`src/rtl/mem_stage.sv`:
```
// mem_stage: memory-access stage downstream of execute.
// Registers the execute results, issues loads and stores to data memory over a
// req/ack handshake, stalls upstream while an access is outstanding, and drives
// a single registered write-back bundle to the register file.
//
// Optional feature macro: MEM_ALIGN_CHECK_EN
//   defined   - a load or store with result_I[1:0] != 0 is not issued. It retires
//               next cycle with wb_we=0, wb_data=0 and a one-cycle misalign_err.
//   undefined - misalign_err is tied 0 and the address is passed through unmodified.
//
// Ports:
//   clk, rst                    clock, synchronous active-high reset
//   in_valid, mem_op, wb_en,    execute-stage outputs; accepted when in_valid & ~stall
//   wb_sel, dst, result_I,
//   result_F, result_P, Wdata
//   stall                       combinational: access outstanding and not acked
//   dmem_req/we/addr/wdata      data-memory request, held stable until ack
//   dmem_ack, dmem_rdata        data-memory completion and load data
//   wb_valid/we/dst/data        registered write-back bundle, wb_valid is a pulse
//   misalign_err                misaligned-access pulse (feature macro only)
module mem_stage (
    input  logic        clk,
    input  logic        rst,
    input  logic        in_valid,
    input  logic [1:0]  mem_op,
    input  logic        wb_en,
    input  logic [1:0]  wb_sel,
    input  logic [4:0]  dst,
    input  logic [31:0] result_I,
    input  logic [31:0] result_F,
    input  logic        result_P,
    input  logic [31:0] Wdata,
    output logic        stall,
    output logic        dmem_req,
    output logic        dmem_we,
    output logic [31:0] dmem_addr,
    output logic [31:0] dmem_wdata,
    input  logic        dmem_ack,
    input  logic [31:0] dmem_rdata,
    output logic        wb_valid,
    output logic        wb_we,
    output logic [4:0]  wb_dst,
    output logic [31:0] wb_data,
    output logic        misalign_err
);

    typedef enum logic {
        S_IDLE = 1'b0,
        S_WAIT = 1'b1
    } state_t;

    state_t      r_state;

    // Request context latched at acceptance, used at completion
    logic        r_l_wb_en;
    logic        r_l_sel_load;
    logic [4:0]  r_l_dst;
    logic [31:0] r_l_data;

    // One-deep holding slot for a direct retirement that collides with a
    // memory completion on the same edge; it retires one cycle later.
    logic        r_pend_v;
    logic        r_pend_we;
    logic [4:0]  r_pend_dst;
    logic [31:0] r_pend_data;
    logic        r_pend_err;

    logic        w_accept;
    logic        w_is_mem;
    logic        w_misalign;
    logic        w_go_mem;
    logic        w_direct;
    logic        w_done;
    logic [31:0] w_sel_data;

    assign stall    = (r_state == S_WAIT) & ~dmem_ack;
    assign w_accept = in_valid & ~stall;
    assign w_is_mem = (mem_op == 2'b01) | (mem_op == 2'b10);
    assign w_done   = (r_state == S_WAIT) & dmem_ack;

`ifdef MEM_ALIGN_CHECK_EN
    assign w_misalign = w_is_mem & (result_I[1:0] != 2'b00);
`else
    assign w_misalign = 1'b0;
`endif

    assign w_go_mem = w_accept & w_is_mem & ~w_misalign;
    assign w_direct = w_accept & (~w_is_mem | w_misalign);

    // Write-back source mux; code 11 has no load data outside a memory op
    always_comb begin
        w_sel_data = 32'd0;
        case (wb_sel)
            2'b00:   w_sel_data = result_I;
            2'b01:   w_sel_data = result_F;
            2'b10:   w_sel_data = {31'd0, result_P};
            default: w_sel_data = 32'd0;
        endcase
    end

    always_ff @(posedge clk) begin
        if (rst) begin
            r_state      <= S_IDLE;
            r_l_wb_en    <= 1'b0;
            r_l_sel_load <= 1'b0;
            r_l_dst      <= 5'd0;
            r_l_data     <= 32'd0;
            r_pend_v     <= 1'b0;
            r_pend_we    <= 1'b0;
            r_pend_dst   <= 5'd0;
            r_pend_data  <= 32'd0;
            r_pend_err   <= 1'b0;
            dmem_req     <= 1'b0;
            dmem_we      <= 1'b0;
            dmem_addr    <= 32'd0;
            dmem_wdata   <= 32'd0;
            wb_valid     <= 1'b0;
            wb_we        <= 1'b0;
            wb_dst       <= 5'd0;
            wb_data      <= 32'd0;
            misalign_err <= 1'b0;
        end else begin
            wb_valid     <= 1'b0;
            misalign_err <= 1'b0;

            // Retirement: memory completion first, then the held slot, then direct
            if (w_done) begin
                wb_valid <= 1'b1;
                wb_dst   <= r_l_dst;
                if (dmem_we) begin
                    wb_we   <= 1'b0;
                    wb_data <= 32'd0;
                end else begin
                    wb_we   <= r_l_wb_en;
                    wb_data <= r_l_sel_load ? dmem_rdata : r_l_data;
                end
            end else if (r_pend_v) begin
                wb_valid     <= 1'b1;
                wb_we        <= r_pend_we;
                wb_dst       <= r_pend_dst;
                wb_data      <= r_pend_data;
                misalign_err <= r_pend_err;
            end else if (w_direct) begin
                wb_valid     <= 1'b1;
                wb_we        <= wb_en & ~w_misalign;
                wb_dst       <= dst;
                wb_data      <= w_misalign ? 32'd0 : w_sel_data;
                misalign_err <= w_misalign;
            end

            // A direct op must wait whenever the output slot is taken this edge
            r_pend_v <= w_direct & (w_done | r_pend_v);
            if (w_direct) begin
                r_pend_we   <= wb_en & ~w_misalign;
                r_pend_dst  <= dst;
                r_pend_data <= w_misalign ? 32'd0 : w_sel_data;
                r_pend_err  <= w_misalign;
            end

            // Memory request side
            if (w_go_mem) begin
                r_state      <= S_WAIT;
                dmem_req     <= 1'b1;
                dmem_we      <= (mem_op == 2'b10);
                dmem_addr    <= result_I;
                dmem_wdata   <= Wdata;
                r_l_wb_en    <= wb_en;
                r_l_sel_load <= (wb_sel == 2'b11);
                r_l_dst      <= dst;
                r_l_data     <= w_sel_data;
            end else if (w_done) begin
                r_state  <= S_IDLE;
                dmem_req <= 1'b0;
            end
        end
    end

endmodule

```
`config.mk`:
```
export PLATFORM = sky130hd
export DESIGN_NAME = mem_stage
export DESIGN_NICKNAME = d
export VERILOG_FILES = /design/src/rtl/mem_stage.sv
export SDC_FILE = /design/constraint.sdc
export NUM_CORES = 1
export LEC_CHECK = 0
export ABC_AREA = 1
export BUFFER_PORTS_ARGS = -buffer_cell sky130_fd_sc_hd__clkbuf_2
export CAP_MARGIN = 20
export CORE_ASPECT_RATIO = 0.6
export CORE_UTILIZATION = 30
export CTS_CLUSTER_DIAMETER = 60
export DETAILED_ROUTE_END_ITERATION = 16
export GPL_TIMING_DRIVEN = 1
export SLEW_MARGIN = 20
export SYNTH_ARGS = -nofsm -noshare
export SYNTH_HDL_FRONTEND = slang
export SYNTH_SLANG_ARGS = --single-unit
```
`constraint.sdc`:
```
create_clock -name clk -period 3.55 [get_ports clk]
set_input_delay 0.71 -clock clk [delete_from_list [all_inputs] [get_ports clk]]
set_output_delay 0.71 -clock clk [all_outputs]
set_load 0.005 [all_outputs]
```
==> flow_summary.json <==
{
  "die-area_um2": 27800,
  "die_h_um": 130,
  "syn_area_um2": 8140,
  "drt-total-wl_um": 25500,
  "dpl_worst_slack_ns": 1.13,
  "whs_ns": 0.447,
  "min_from": "r_l_data[27]$_SDFFE_PP0P_",
  "status": "complete, no violations",
  "grt_pass1_vias": 7174,
  "synthXorXnorAreaFrac": 0,
  "postCtsResizedCells": 0,
  "rsz0062_at_grt": "false",
  "cts_tree": "done",
  "gp_congestion": 0.781,
  "postRouteAntennaNets": 0,
  "fin_crit_ns": 2.14,
  "leakage_nw": 4.53,
  "synth_fp_nets": 1325,
  "diodes": 0,
  "cts.path.max_buffers": 2,
  "antenna_found_initial": 0,
  "cts_root_buf": "clkbuf_16",
  "syn_avg_cell_area_um2": 6.89,
  "grt_max_degree": 141,
  "worstPathArrival_ns": 2.51,
  "cp-end-kind": "register",
  "postCtsSetupBuffers": 0,
  "multiInputGateArea_um2": 3690,
  "grt_overflow": 0,
  "grt_pass1_wl_um": 39300,
  "maxCapViolCount": 0,
  "setup_tns_ns": 0,
  "criticalPathCategory": "reg -> reg",
  "reg2reg_from": "r_pend_v$_SDFF_PP0_",
  "cpPeakStageDelay_ns": 0.63,
  "max-slew-margin-rel": 0.320,
  "die_w_um": 215,
  "wl_per_cell_um": 14.6,
  "ys_seq_area_frac": 0.450,
  "fin_nets": 1517,
  "hold_path.class": "reg -> reg",
  "synth_compound_area_frac": 0.215,
  "drt-pass1-iter-count": 5,
  "area_delta_synth_final_pct": 24.2,
  "cp_top_family": "simple AND/OR/NAND/NOR gates",
  "worst-path-max-fanout": 76,
  "finalHoldViolCount": 0,
  "grt_usage": 0.182,
  "synth_top_family_by_area": "simple AND/OR/NAND/NOR gates",
  "p_per_area_nw_per_um2": 495,
  "postSynthCellCount": 1181,
  "core_area_um2": 26500,
  "viasPerCell": 4.62,
  "yosys_warnings": 0,
  "path_buf_inv": 1,
  "synth_mux_area_frac": 0,
  "num_vias": 8068,
  "cp.required_ns": 3.92,
  "synth-simple-area-share": 0.235,
  "min_period_over_period": 0.602,
  "cts_hold_buf": 0,
  "rows": 46,
  "stdcell_count": 1746,
  "cts_sinks": 183,
  "regArea_um2": 3670,
  "drc_errors": 0,
  "htreeDepth": 4,
  "port_buffers": 248,
  "crit_path_start_kind": "register",
  "finClkSkew_ns": 0.0112,
  "initial_core_util": 0.307,
  "crit_path_cell_trace": "buf_4, nor2_4, nand2_4, o21ai_0, a21oi_2",
  "synth-seq-cells": 183,
  "crit_slowest_cell": "nand2_4",
  "setup_violations": 0,
  "nFillCells": 2898,
  "slew_violations": 0,
  "fmax_ghz": 0.468,
  "pin_count": 250,
  "cts_buffers": 17,
  "drive_above_1_share": 0.260,
  "dp_hpwl_um": 16600,
  "synthAdderAreaFrac": 0.00154,
  "drtIter0Drc": 491,
  "worstSetupStartpoint": "r_pend_v$_SDFF_PP0_",
  "clkTransAtPathRegs_ns": 0.07,
  "tightest_slew_ns": 1.02,
  "dp_cells": 1714,
  "fin_ws_ns": 1.41,
  "synthDistinctLibCells": 24,
  "clock_latency_ns": 0.44,
  "vdd_ir_drop_max_v": 0.000254
}
-- cell usage in the layout, fill, tap and decap left out --
| cell | instances |
|---|---|
| nand3_4 | 1 |
| inv_1 | 62 |
| o21ai_1 | 21 |
| nor3_1 | 1 |
| dfxtp_2 | 2 |
| nand2_4 | 1 |
| buf_4 | 10 |
| o21ai_0 | 135 |
| clkinvlp_4 | 4 |
| ha_1 | 1 |
| clkbuf_16 | 17 |
| conb_1 | 1 |
| nand4_1 | 1 |
| inv_8 | 1 |
| nand3_1 | 3 |
| inv_4 | 1 |
| inv_2 | 25 |
| nand3_2 | 1 |
| nor2_4 | 4 |
| bufinv_16 | 2 |
| clkbuf_2 | 247 |
| inv_6 | 2 |
| nand2_2 | 12 |
| nand2_1 | 391 |
| clkinv_2 | 2 |
| nor2_1 | 72 |
| clkinv_4 | 2 |
| a21oi_2 | 21 |
| clkbuf_8 | 2 |
| a21oi_1 | 157 |
| dfxtp_1 | 181 |
| buf_12 | 3 |
-- final cells by class --
type,count,share of cell area
multi-input cells,823,0.365
flip-flops and latches,183,0.363
repair buffers,260,0.136
clock buffers,19,0.0448
well taps,360,0.0446
inverters,88,0.0329
clock inverters,13,0.0145
-- worst paths after layout --
kind | cells past startpoint | slack, ns | end
worst max-delay path | 5 | 1.41 | wb_data[16]$_SDFFE_PP0P_
worst min-delay path | 2 | 0.45 | r_l_data[27]$_SDFFE_PP0P_
worst max register to register | 5 | 1.41 | wb_data[16]$_SDFFE_PP0P_
worst min register to register | 2 | 0.45 | r_l_data[27]$_SDFFE_PP0P_
-- routing by layer --
layer | wire, um | track usage
met4 | 218 | 0.0546
met2 | 10900 | 0.276
met5 | 0 | 0
met1 | 12900 | 0.257
met3 | 1460 | 0.0411
-- logic make-up (layout without fill, tap and decap cells) --
group,Yosys count,count (layout)
flops,183,183
buf+inv,175,380
other cells,1,1
fa+ha+maj,1,1
simple gates,487,487
compound gates,334,334
-- where the power goes --
part	internal, mW	switching (mW)
Clock	1.08	0.878
Combinational	0.285	0.485
Sequential	2.20	0.0729
-- synthesized netlist by cell type (all sizes together) --
master | count | share of area
nand4 | 1 | 0.00077
nand2 | 404 | 0.19
clkbuf | 37 | 0.017
nor3 | 1 | 0.00061
buf | 50 | 0.040
nor2 | 76 | 0.038
nand3 | 5 | 0.0043
a21oi | 178 | 0.12
o21ai | 156 | 0.096
dfxtp | 183 | 0.45
ha | 1 | 0.0015
conb | 1 | 0.00046
inv | 88 | 0.041
-- through the flow --
stage | instance area (um2) | util | power [mW]
floorplan | 8140 | - | 2.79
global placement | 9510 | 0.358 | 3.08
detailed placement | 9510 | 0.358 | 3.10
CTS | 10100 | 0.381 | 5.08
global route | 10100 | 0.381 | 5.26
finish | 10100 | 0.381 | 5.01
-- worst reg2reg max path: stages, from the launching register on --
cell	delay (ns)
dfxtp_2	0.57
buf_4	0.38
nor2_4	0.09
nand2_4	0.63
o21ai_0	0.27
a21oi_2	0.15
-- registers in the layout, summed over array words and instances (netlist names) --
register      count
dmem_addr        32
dmem_wdata       32
r_l_data         32
r_pend_data      32
wb_data          32
r_l_dst           5
r_pend_dst        5
wb_dst            5
dmem_we           1
r_l_sel_load      1
r_l_wb_en         1
r_pend_v          1
r_pend_we         1
r_state           1
wb_valid          1
wb_we             1
Power figures use the tool's default switching activity.
